[config.mk]
export PLATFORM = sky130hd
export DESIGN_NAME = fb_load_scoreboard
export DESIGN_NICKNAME = d
export VERILOG_FILES = /design/src/rtl/fb_load_scoreboard_pkg.sv /design/src/rtl/fb_rd_fifo.sv /design/src/rtl/fb_load_scoreboard.sv
export SDC_FILE = /design/constraint.sdc
export NUM_CORES = 1
export LEC_CHECK = 0
export CORE_AREA = 2 2 84 86
export CTS_BUF_LIST = sky130_fd_sc_hd__clkbuf_8
export DETAILED_ROUTE_END_ITERATION = 16
export DIE_AREA = 0 0 86 88
export PLACE_DENSITY = 0.79
export SYNTH_ARGS = -nofsm -noshare
export SYNTH_HDL_FRONTEND = slang
export SYNTH_SLANG_ARGS = --single-unit
[constraint.sdc]
create_clock -name clk -period 2.93 [get_ports clk]
set_clock_uncertainty 0.15 [all_clocks]
set_input_delay 0.4395 -clock clk [delete_from_list [all_inputs] [get_ports clk]]
set_output_delay 0.4395 -clock clk [all_outputs]
set_load 0.05 [all_outputs]
[src/rtl/fb_load_scoreboard_pkg.sv]
`default_nettype none
// ============================================================================
// Module   : fb_defines (package)
// Brief    : Shared widths, depth default and register-zero constant.
// Revision : 1.0
// ============================================================================
package fb_defines;
  localparam int unsigned c_RADDR_W = 5;
  localparam int unsigned c_DEPTH   = 4;
  localparam int unsigned c_CNT_W   = 32;
  localparam logic [c_RADDR_W-1:0] c_REG_ZERO = '0;
endpackage
`default_nettype wire

[src/rtl/fb_rd_fifo.sv]
`default_nettype none
// ============================================================================
// Module   : fb_rd_fifo
// Brief    : In-order destination-register FIFO of loads past EX, exposing
//            every entry and the head index for a parallel compare.
// Revision : 1.0
// ============================================================================
module fb_rd_fifo
  import fb_defines::*;
#(
  parameter int unsigned RADDR_W = c_RADDR_W,
  parameter int unsigned DEPTH   = c_DEPTH
) (
  input  logic                              clk,
  input  logic                              rst,
  input  logic                              i_push,
  input  logic                              i_pop,
  input  logic [RADDR_W-1:0]                i_wr_rd,
  output logic [DEPTH-1:0][RADDR_W-1:0]     o_rd,
  output logic [DEPTH-1:0]                  o_valid,
  output logic [$clog2(DEPTH)-1:0]          o_head,
  output logic [$clog2(DEPTH):0]            o_count
);
  localparam int unsigned PTR_W = $clog2(DEPTH);

  logic [DEPTH-1:0][RADDR_W-1:0] r_rd;
  logic [DEPTH-1:0]              r_valid;
  logic [PTR_W-1:0]              r_head;
  logic [PTR_W-1:0]              r_tail;
  logic [PTR_W:0]                r_count;

  always_ff @(posedge clk or posedge rst) begin
    if (rst) begin
      r_rd    <= '0;
      r_valid <= '0;
      r_head  <= '0;
      r_tail  <= '0;
      r_count <= '0;
    end else begin
      // Pop is written before push so that on a full FIFO, where head and
      // tail coincide, the newly pushed entry keeps its valid bit.
      if (i_pop) begin
        r_valid[r_head] <= 1'b0;
        r_head          <= r_head + PTR_W'(1);
      end
      if (i_push) begin
        r_rd[r_tail]    <= i_wr_rd;
        r_valid[r_tail] <= 1'b1;
        r_tail          <= r_tail + PTR_W'(1);
      end
      if (i_push && !i_pop) begin
        r_count <= r_count + (PTR_W+1)'(1);
      end else if (!i_push && i_pop) begin
        r_count <= r_count - (PTR_W+1)'(1);
      end
    end
  end

  assign o_rd    = r_rd;
  assign o_valid = r_valid;
  assign o_head  = r_head;
  assign o_count = r_count;
endmodule
`default_nettype wire

[src/rtl/fb_load_scoreboard.sv]
`default_nettype none
// ============================================================================
// Module   : fb_load_scoreboard
// Brief    : Load-use hazard unit: EX-stage load compare plus scoreboard of
//            in-flight loads; drives lock/ex_hold and counts stall cycles.
// Revision : 1.0
// ============================================================================
module fb_load_scoreboard
  import fb_defines::*;
#(
  parameter int unsigned RADDR_W = c_RADDR_W,
  parameter int unsigned DEPTH   = c_DEPTH,
  parameter int unsigned CNT_W   = c_CNT_W
) (
  input  logic                     clk,
  input  logic                     rst,
  input  logic [RADDR_W-1:0]       i_id_rs1,
  input  logic [RADDR_W-1:0]       i_id_rs2,
  input  logic                     i_id_use_rs1,
  input  logic                     i_id_use_rs2,
  input  logic                     i_id_ex_memread,
  input  logic [RADDR_W-1:0]       i_id_ex_register_rd,
  input  logic                     i_ex_advance,
  input  logic                     i_mem_resp_valid,
  output logic                     o_lock,
  output logic                     o_ex_hold,
  output logic [$clog2(DEPTH):0]   o_busy_cnt,
  output logic [CNT_W-1:0]         o_stall_cycles,
  output logic                     o_underflow_err
);
  localparam int unsigned PTR_W = $clog2(DEPTH);
  localparam logic [RADDR_W-1:0] c_ZERO = RADDR_W'(c_REG_ZERO);

  logic [DEPTH-1:0][RADDR_W-1:0] w_entry_rd;
  logic [DEPTH-1:0]              w_entry_valid;
  logic [PTR_W-1:0]              w_head;
  logic [PTR_W:0]                w_count;
  logic                          w_ex_load;
  logic                          w_full;
  logic                          w_empty;
  logic                          w_push;
  logic                          w_pop;
  logic                          w_use1;
  logic                          w_use2;
  logic                          w_ex_match;
  logic                          w_pend1;
  logic                          w_pend2;
  logic [CNT_W-1:0]              r_stall_cycles;
  logic                          r_underflow_err;

  assign w_ex_load  = i_id_ex_memread && (i_id_ex_register_rd != c_ZERO);
  assign w_full     = (w_count == (PTR_W+1)'(DEPTH));
  assign w_empty    = (w_count == '0);
  assign o_ex_hold  = w_ex_load && w_full && !i_mem_resp_valid;
  assign w_push     = w_ex_load && i_ex_advance && !o_ex_hold;
  assign w_pop      = i_mem_resp_valid && !w_empty;

  assign w_use1     = i_id_use_rs1 && (i_id_rs1 != c_ZERO);
  assign w_use2     = i_id_use_rs2 && (i_id_rs2 != c_ZERO);
  assign w_ex_match = w_ex_load &&
                      ((w_use1 && (i_id_ex_register_rd == i_id_rs1)) ||
                       (w_use2 && (i_id_ex_register_rd == i_id_rs2)));

  // The head entry being returned this cycle is forwarded from MEM/WB.
  always_comb begin
    w_pend1 = 1'b0;
    w_pend2 = 1'b0;
    for (int e = 0; e < int'(DEPTH); e++) begin
      if (w_entry_valid[e] && !(i_mem_resp_valid && (w_head == PTR_W'(e)))) begin
        if (w_entry_rd[e] == i_id_rs1) w_pend1 = 1'b1;
        if (w_entry_rd[e] == i_id_rs2) w_pend2 = 1'b1;
      end
    end
  end

  assign o_lock = w_ex_match || (w_use1 && w_pend1) || (w_use2 && w_pend2) || o_ex_hold;

  fb_rd_fifo #(
    .RADDR_W (RADDR_W),
    .DEPTH   (DEPTH)
  ) u_rd_fifo (
    .clk     (clk),
    .rst     (rst),
    .i_push  (w_push),
    .i_pop   (w_pop),
    .i_wr_rd (i_id_ex_register_rd),
    .o_rd    (w_entry_rd),
    .o_valid (w_entry_valid),
    .o_head  (w_head),
    .o_count (w_count)
  );

  always_ff @(posedge clk or posedge rst) begin
    if (rst) begin
      r_stall_cycles  <= '0;
      r_underflow_err <= 1'b0;
    end else begin
      if (o_lock && (r_stall_cycles != '1)) begin
        r_stall_cycles <= r_stall_cycles + CNT_W'(1);
      end
      if (i_mem_resp_valid && w_empty) begin
        r_underflow_err <= 1'b1;
      end
    end
  end

  assign o_busy_cnt      = w_count;
  assign o_stall_cycles  = r_stall_cycles;
  assign o_underflow_err = r_underflow_err;
endmodule
`default_nettype wire

==> out/results.ini <==
[finish]
n_antenna_cell=0
design_area_um2=4760
fin_cells=500
multi_input_area_um2=1890
layout-drive-gt1-share=0.214
nNetsFinal=448
fill_cells=504
area_delta_synth_final_pct=32.6
seq_area_um2=1600
final_util=0.717

[pwr]
intPower_mw=2.33
total_power_mw=3.67
power_leakage_nw=2.11
p_switching_mw=1.33
switching_share=0.364
p_clk_frac=0.234
ir_worst_vdd_uv=639
combPwrFrac=0.384
pwr-share-seq=0.381
p_per_area_nw_per_um2=770

[worst_setup_path]
rr_worst_depth=11
crit_slowest_cell=or4_1
crit_path_end_kind=primary output
timing.rr.end=o_stall_cycles[17]$_DFFE_PP0P_
crit_fanout=2
r2r_start=u_rd_fifo.o_head[0]$_DFFE_PP0P_
cp_top_family=simple AND/OR/NAND/NOR gates
crit_chain=clkdlybuf4s50_1 > or4_1 > o21a_1 > and4_4 > nor3_4 > o221ai_2 > buf_4 > buf_12
required_ns=2.34
cp-start-kind=input pin
r2r_setup_slack_ns=0.30
worstPathArrival_ns=2.29
slowest_delay_ns=0.47
path_class=in2out
path_buf_inv=3

[outcome]
run_status=completed

[logic_synthesis]
synth_common_cells=xnor2_1, dfrtp_1, mux2_2, nand4_1, nand2_1
yosysWarnings=0
syn_area_per_cell_um2=10.8
syn_area_um2=3590
synth_sequential_area_ratio=0.446
synth_nets=365
ys.flop_type=dfrtp_1
synth.area.top_cells=dfrtp_1, xnor2_1, mux2_2, xor2_1, nand4_1
async_reset_ff_frac=1.00
synth_most_common_cell=xnor2_1
synth_top_area_cell=dfrtp_1
yosysTopAreaCellShare=0.446
ys_ff_latch=64
synth_edf_count=0
synthDistinctLibCells=37
synth_cells=332

[floorplan]
die_area_um2=7570
rows=30
die_x_um=86
ios=60
core_um2=6640
die_h_um=88
start_util=0.540

[routing]
wirelength_mm=8.43
num_vias=2763
drt_first_pass_iters=4
detail_route.wl_per_cell_um=16.9
vias_per_cell=5.53
drc=0
drt_iter0_drc=142
ant_nets=0

[worst_hold_path]
hp-start=o_underflow_err$_DFFE_PP0P_
hold_path.class=reg2reg
min_path_cells=1
whs_endpoint=o_underflow_err$_DFFE_PP0P_

[clock_tree]
cts_tree=done
cts_hold_buf=0
htreeDepth=3
clockRootBuffer=clkbuf_8
clockBufferDepth=2
cts_made_buffers=9
clk_pin_slew_ns=0.06
clock_sinks=64
clkLatencyLatePin_ns=0.35

[run]
cap_violations=0

[placed_design]
io_buffers=59
place_worst_setup_slack_ns=-0.164
hpwl_mm=6.06
gp_congestion=0.932
placed_area_um2=4470
placed_cells=482

[timing]
setup_viol=0
layout_setup_ws_ns=0.0481
period_share=0.984
slew_violations=0
tns_ns=0
worst_pin_slew_ns=0.534
finalCriticalPeriod_ns=2.88
holdWs_ns=0.308
slew_headroom=0.644
clock.fmax_mhz=347
hold_viol_final=0

[global_route]
antenna_found_initial=0
grt_overflow_total=0
grt_pass1_wl_mm=14.3
grt_max_degree=65
grt_util_all_layers=0.246
grt_pass1_vias=2907

[power by group through the flow]
stage / logic [mW] / registers (mW) / clock network (mW)
CTS: 1.41 / 1.40 / 0.863
global route: 1.55 / 1.44 / 0.903
finish: 1.41 / 1.40 / 0.858
floorplan: 0.827 / 1.53 / 0
global placement: 1.35 / 1.39 / 0
detailed placement: 1.39 / 1.41 / 0
[registers in the layout (all words and copies together), names as in the netlist]
| register | count |
|---|---|
| u_rd_fifo.o_rd | 20 |
| u_rd_fifo.o_valid | 4 |
| u_rd_fifo.o_head | 2 |
| u_rd_fifo.r_tail | 2 |
| u_rd_fifo.o_count | 3 |
| o_stall_cycles | 32 |
| o_underflow_err | 1 |
[cell families after synthesis]
kind of cell    count (synthesis)  share of synthesized area
simple gates                  101                      0.160
xor+xnor                       86                      0.210
flops                          64                      0.446
buf+inv                        30                     0.0387
mux                            23                     0.0732
compound gates                 17                     0.0324
fa+ha+maj                      11                     0.0404
[cell type report]
class / instances / area share
clock inverters: 6 / 0.0173
flip-flops and latches: 64 / 0.337
inverters: 8 / 0.00631
multi-input cells: 238 / 0.398
well taps: 80 / 0.0210
repair buffers: 94 / 0.192
clock buffers: 10 / 0.0289
[cells in the final DEF, fill, tap and decap left out, types with 3 or more instances in the layout]
cell type,instances
dlymetal6s2s_1,7
ha_1,10
o21ai_0,5
clkinv_2,3
nor3_1,6
xnor2_1,68
clkdlybuf4s50_1,48
buf_12,4
clkbuf_8,10
nand2_1,19
xor2_1,18
and3_1,17
nand4_1,22
buf_4,33
inv_1,7
dfrtp_1,63
mux2_2,22
nand3_1,18
nor2_1,4
[what timing repair did]
| item | in CTS | in global routing |
|---|---|---|
| buffers inserted | 1 | 1 |
| hold endpoints to repair | 0 | 0 |
| resized for setup | 5 | 17 |
| pin swaps | 1 | 5 |
| setup endpoints to repair | 1 | 7 |
[routing by layer]
metal  GRT usage  wire length, um
met1       0.334             3840
met2       0.400             4090
met3      0.0320              290
met4       0.107              203
met5           0                0
[how the worst max path moves through the flow]
stage	from	to	slack, ns	cells after the start
final	i_id_rs2[1]	o_lock	0.05	8
after global placement	i_mem_resp_valid	o_stall_cycles[22]$_DFFE_PP0P_	-0.11	10
after CTS	i_id_rs2[2]	o_lock	0.02	8
after global routing	i_id_rs2[1]	o_lock	-0.01	8
after detailed placement	i_id_rs1[1]	o_stall_cycles[17]$_DFFE_PP0P_	-0.16	11
after floorplan	u_rd_fifo.o_count[1]$_DFFE_PP0P_	o_stall_cycles[14]$_DFFE_PP0P_	0.05	7
No activity file was read; power rests on OpenSTA's default activity.
